--- src/rtl/de_pipe_reg.sv ---
// -----------------------------------------------------------------------------
// de_pipe_reg -- decode-to-execute pipeline register.
//
// Captures the decode-stage instruction (valid bit, control fields, operands,
// destination and shift amount) on the rising edge of clk. It presents the
// captured values to the execute stage one cycle later.
//
// Edge priority:
//   1. flush -- load a bubble (every output becomes 0).
//   2. stall -- hold every output.
//   3. load  -- take the d-inputs.
// On a load with dvalid=0, the side-effecting controls (wreg/m2reg/wmem) are
// squashed. The data fields still load.
//
// Optional feature (macro DE_PERF_CNT_EN):
//   When this macro is defined, an ebubbles output is added. It is a saturating
//   32-bit count of the edges that loaded a bubble slot.
//
// Ports:
//   clk, clrn             : rising-edge clock, asynchronous active-low reset
//   stall, flush          : hold / bubble controls
//   dvalid, dwreg, dm2reg, dwmem, daluc, dshift, daluimm,
//   dqa, dqb, dimm, drn, dsa : decode-stage instruction fields
//   e*                    : registered execute-stage copies of the above
//   ebubbles              : bubble counter (DE_PERF_CNT_EN only)
// -----------------------------------------------------------------------------
module de_pipe_reg (
    input  logic        clk,
    input  logic        clrn,
    input  logic        stall,
    input  logic        flush,
    input  logic        dvalid,
    input  logic        dwreg,
    input  logic        dm2reg,
    input  logic        dwmem,
    input  logic [3:0]  daluc,
    input  logic        dshift,
    input  logic        daluimm,
    input  logic [31:0] dqa,
    input  logic [31:0] dqb,
    input  logic [31:0] dimm,
    input  logic [4:0]  drn,
    input  logic [4:0]  dsa,
    output logic        evalid,
    output logic        ewreg,
    output logic        em2reg,
    output logic        ewmem,
    output logic [3:0]  ealuc,
    output logic        eshift,
    output logic        ealuimm,
    output logic [31:0] eqa,
    output logic [31:0] eqb,
    output logic [31:0] eimm,
    output logic [4:0]  ern,
    output logic [4:0]  esa
`ifdef DE_PERF_CNT_EN
    ,
    output logic [31:0] ebubbles
`endif
);

    logic        r_valid;
    logic        r_wreg;
    logic        r_m2reg;
    logic        r_wmem;
    logic [3:0]  r_aluc;
    logic        r_shift;
    logic        r_aluimm;
    logic [31:0] r_qa;
    logic [31:0] r_qb;
    logic [31:0] r_imm;
    logic [4:0]  r_rn;
    logic [4:0]  r_sa;

    always_ff @(posedge clk or negedge clrn) begin
        if (!clrn) begin
            r_valid  <= 1'b0;
            r_wreg   <= 1'b0;
            r_m2reg  <= 1'b0;
            r_wmem   <= 1'b0;
            r_aluc   <= 4'd0;
            r_shift  <= 1'b0;
            r_aluimm <= 1'b0;
            r_qa     <= 32'd0;
            r_qb     <= 32'd0;
            r_imm    <= 32'd0;
            r_rn     <= 5'd0;
            r_sa     <= 5'd0;
        end else if (flush) begin
            // A flush wins over stall. The slot becomes an all-zero bubble.
            r_valid  <= 1'b0;
            r_wreg   <= 1'b0;
            r_m2reg  <= 1'b0;
            r_wmem   <= 1'b0;
            r_aluc   <= 4'd0;
            r_shift  <= 1'b0;
            r_aluimm <= 1'b0;
            r_qa     <= 32'd0;
            r_qb     <= 32'd0;
            r_imm    <= 32'd0;
            r_rn     <= 5'd0;
            r_sa     <= 5'd0;
        end else if (!stall) begin
            r_valid  <= dvalid;
            // An invalid slot must never write the regfile or memory.
            r_wreg   <= dvalid & dwreg;
            r_m2reg  <= dvalid & dm2reg;
            r_wmem   <= dvalid & dwmem;
            r_aluc   <= daluc;
            r_shift  <= dshift;
            r_aluimm <= daluimm;
            r_qa     <= dqa;
            r_qb     <= dqb;
            r_imm    <= dimm;
            r_rn     <= drn;
            r_sa     <= dsa;
        end
    end

    assign evalid  = r_valid;
    assign ewreg   = r_wreg;
    assign em2reg  = r_m2reg;
    assign ewmem   = r_wmem;
    assign ealuc   = r_aluc;
    assign eshift  = r_shift;
    assign ealuimm = r_aluimm;
    assign eqa     = r_qa;
    assign eqb     = r_qb;
    assign eimm    = r_imm;
    assign ern     = r_rn;
    assign esa     = r_sa;

`ifdef DE_PERF_CNT_EN
    logic [31:0] r_bubbles;
    logic        w_bubble_slot;

    // A bubble is loaded by a flush, or by a non-stalled load of an invalid
    // slot. Stall-hold edges load nothing, so they do not count.
    assign w_bubble_slot = flush | (~stall & ~dvalid);

    always_ff @(posedge clk or negedge clrn) begin
        if (!clrn) begin
            r_bubbles <= 32'd0;
        end else if (w_bubble_slot && (r_bubbles != 32'hFFFF_FFFF)) begin
            r_bubbles <= r_bubbles + 32'd1;
        end
    end

    assign ebubbles = r_bubbles;
`endif

endmodule

--- config.mk ---
export PLATFORM = sky130hd
export DESIGN_NAME = de_pipe_reg
export DESIGN_NICKNAME = d
export VERILOG_FILES = /design/src/rtl/de_pipe_reg.sv
export SDC_FILE = /design/constraint.sdc
export NUM_CORES = 1
export LEC_CHECK = 0
export ABC_CLOCK_PERIOD_IN_PS = 1500
export BUFFER_PORTS_ARGS = -buffer_cell sky130_fd_sc_hd__buf_2
export CAP_MARGIN = 0
export CORE_UTILIZATION = 40
export CTS_CLUSTER_DIAMETER = 100
export DETAILED_ROUTE_END_ITERATION = 8
export GPL_ROUTABILITY_DRIVEN = 0
export GPL_TIMING_DRIVEN = 0
export PLACE_DENSITY = 0.72
export RECOVER_POWER = 50
export SLEW_MARGIN = 20
export SYNTH_ARGS = -nofsm -noshare
export SYNTH_HDL_FRONTEND = slang
export SYNTH_SLANG_ARGS = --single-unit
export TNS_END_PERCENT = 5
--- constraint.sdc ---
create_clock -name clk -period 1.5 [get_ports clk]
set_clock_uncertainty 0.1 [all_clocks]
set_input_delay 0.075 -clock clk [delete_from_list [all_inputs] [get_ports clk]]
set_output_delay 0.075 -clock clk [all_outputs]
set_load 0.01 [all_outputs]
==> impl_metrics.toml <==
[detailed_routing]
drt-wirelength-per-cell_um = 15.8
vias = 4225
drt_pass1_iterations = 4
antenna_left = 0
drt_iter0_markers = 183
wl_met1_um = 5460
vias_per_cell = 4.69
routed.top_layer = "met4"
wl_met3_um = 866
totalWireLength_um = 14200
wl_met2_um = 7460
route.detailed.drc = 0

[setup_path]
reg2reg_to = "em2reg"
r2r_slack_ns = 0.11
timing.rr.start = "em2reg"
endpoint_kind = "flop"
critPathKind = "input pin to flop"
critPathMaxFanout = 4
arrival_ns = 1.57
r2r_cells = 2
start_kind = "input pin"
cp.required_ns = 1.67

[global_routing]
gr-total-overflow = 0
grt_start_max_net_pins = 74
antenna_found_initial = 0
grt_usage_pct = 23.5
grt_pass1_wl_um = 21300
grt_pass1_vias = 4539

[placed_design]
hpwl_um = 8450
portBuffers = 233
dp_cells = 750
dp_slack_ns = 0.182

[sta]
hold_viol = 0
worst_pin_slew_ns = 0.673
period_minus_slack_ns = 1.40
rsz0062_at_grt = "false"
drv_slew = 0
setup_viol = 0
finalCritPeriodShare_pct = 93.1
fin_ws_ns = 0.103
fmax_ghz = 0.716
slew-limit-headroom_pct = 55.2

[floorplan]
core_area_um2 = 11400
die_area_um2 = 12200
fp-row-count = 39
initial_core_util_pct = 41.1
ioPinCount = 236
fp.dieW_um = 110
fp.dieH_um = 110

[clock_network]
cts_root_buf = "clkbuf_16"
clk_pin_slew_worst_paths_ns = 0.05
cts_num_sinks = 116
clock_path_buffers = 2
cts_buffers = 17
cts_resized = 0
cts_tree = "yes"
htreeDepth = 4
insertion_delay_ns = 0.39

[finish]
regArea_um2 = 2900
finalNonFillerCells = 901
synthToLayoutAreaGrowth_pct = 66.3
fill_cells = 842
drive_above_1_share_pct = 37.5
antennaDiodeCount = 0
multiInputGateArea_um2 = 1600
nets = 866

[run_status]
status = "finished clean"

[synth]
yosysSeqAreaShare_pct = 61.8
postSynthCellCount = 373
synthMostInstantiatedCell = "dfrtp_1"
syn_area_um2 = 4700
ys_types = 10
synth_area_leaders = "dfrtp_1 62%, mux2i_1 24%, nor2_1 9.1%"
synth_edf_count = 0
synth_flop_cell = "dfrtp_1"
avgSynthCellArea_um2 = 12.6
synth_common_cells = "116 x dfrtp_1, 114 x nor2_1, 113 x mux2i_1"
synth_largest_area_cell = "dfrtp_1"
yosys_register_bits = 116
syn_nets = 493
synth-async-reset-ratio_pct = 100
synth_top_area_share_pct = 61.8
yosys_warnings = 0

[flow_run]
cap_viol_max_count = 0

[power]
p_per_area_nw_per_um2 = 1070
p_leak_nw = 4.35
ir_drop_uv = 724

[worst_hold_path]
hp-class = "input pin to asynchronous set/reset pin"
## sequential cells by signal, indices dropped and copies added (netlist names)
| signal | flops |
|---|---|
| eimm | 32 |
| eqa | 32 |
| eqb | 32 |
| ern | 5 |
| esa | 5 |
| ealuc | 4 |
| ealuimm | 1 |
| em2reg | 1 |
| eshift | 1 |
| evalid | 1 |
| ewmem | 1 |
| ewreg | 1 |
## where the power goes
part           total [mW]  internal [mW]  switching (mW)
registers            3.40           3.31          0.0968
logic                1.23          0.650           0.582
clock network        3.70           2.30            1.40
## logic make-up (layout without fill, tap and decap cells)
logic type,count (synthesis),after routing,synth area share (%)
flip-flops,116,116,61.8
multiplexers,113,113,24.1
AO/OA/AOI/OAI,3,3,0.640
buffers and inverters,26,411,4.21
AND/OR/NAND/NOR,115,115,9.25
## stage by stage
step                      utilization (%)  area (µm²)  hold WS (ns)  total power [mW]  TNS [ns]
after global routing                 68.4        7810        0.0802              8.70         0
after global placement               52.9        6040         0.212              4.38   -122.50
after CTS                            68.6        7830        0.0652              8.40         0
final                                68.4        7810        0.0530              8.33         0
after floorplan                         -        4700        -0.321              3.93         0
after detailed placement             53.2        6070       -0.0795              4.43         0
## worst max-delay path by stage
| stage | from | to | slack [ns] | cells after the start |
|---|---|---|---|---|
| finish | dvalid | ewmem | 0.10 | 4 |
| global route | em2reg | em2reg | 0.07 | 2 |
| CTS | em2reg | em2reg | 0.11 | 2 |
| detailed placement | flush | eqb[9] | 0.18 | 4 |
| global placement | clrn | eimm[10] | -1.07 | 1 |
| floorplan | stall | eqb[10] | 0.54 | 5 |
## cells in the final DEF, fill, tap and decap left out
cell / count
mux2i_1: 113
buf_2: 238
bufinv_16: 1
buf_4: 7
clkbuf_1: 7
nor2b_1: 1
clkbuf_8: 1
clkinv_4: 2
clkinvlp_4: 6
dfrtp_1: 116
clkinv_2: 4
nor2_1: 114
buf_6: 3
clkbuf_16: 17
a32o_1: 3
dlygate4sd3_1: 120
buf_8: 5
## layer usage
metal / vias up / global-route usage [%]
li1: 1992 / -
met3: 42 / 6.76
met4: 0 / 11.3
met5: - / 0
met2: 177 / 43.0
met1: 2014 / 24.6
## worst max-delay path: stages
cell and delay (ns):
dlygate4sd3_1 0.55, buf_2 0.15, a32o_1 0.23, dlygate4sd3_1 0.55
## area by class of cell
type	count	share of cell area, %
Buffer	26	2.50
Clock buffer	18	5.62
Clock inverter	13	1.44
Multi-Input combinational cell	231	20.4
Sequential cell	116	37.2
Tap cell	143	2.29
Timing Repair Buffer	354	30.5
## repair_timing
action,4_1_cts,5_1_grt
hold buffers,120,0
hold endpoints to repair,232,0
setup buffers,0,0
(Power assumes the default switching activity.)
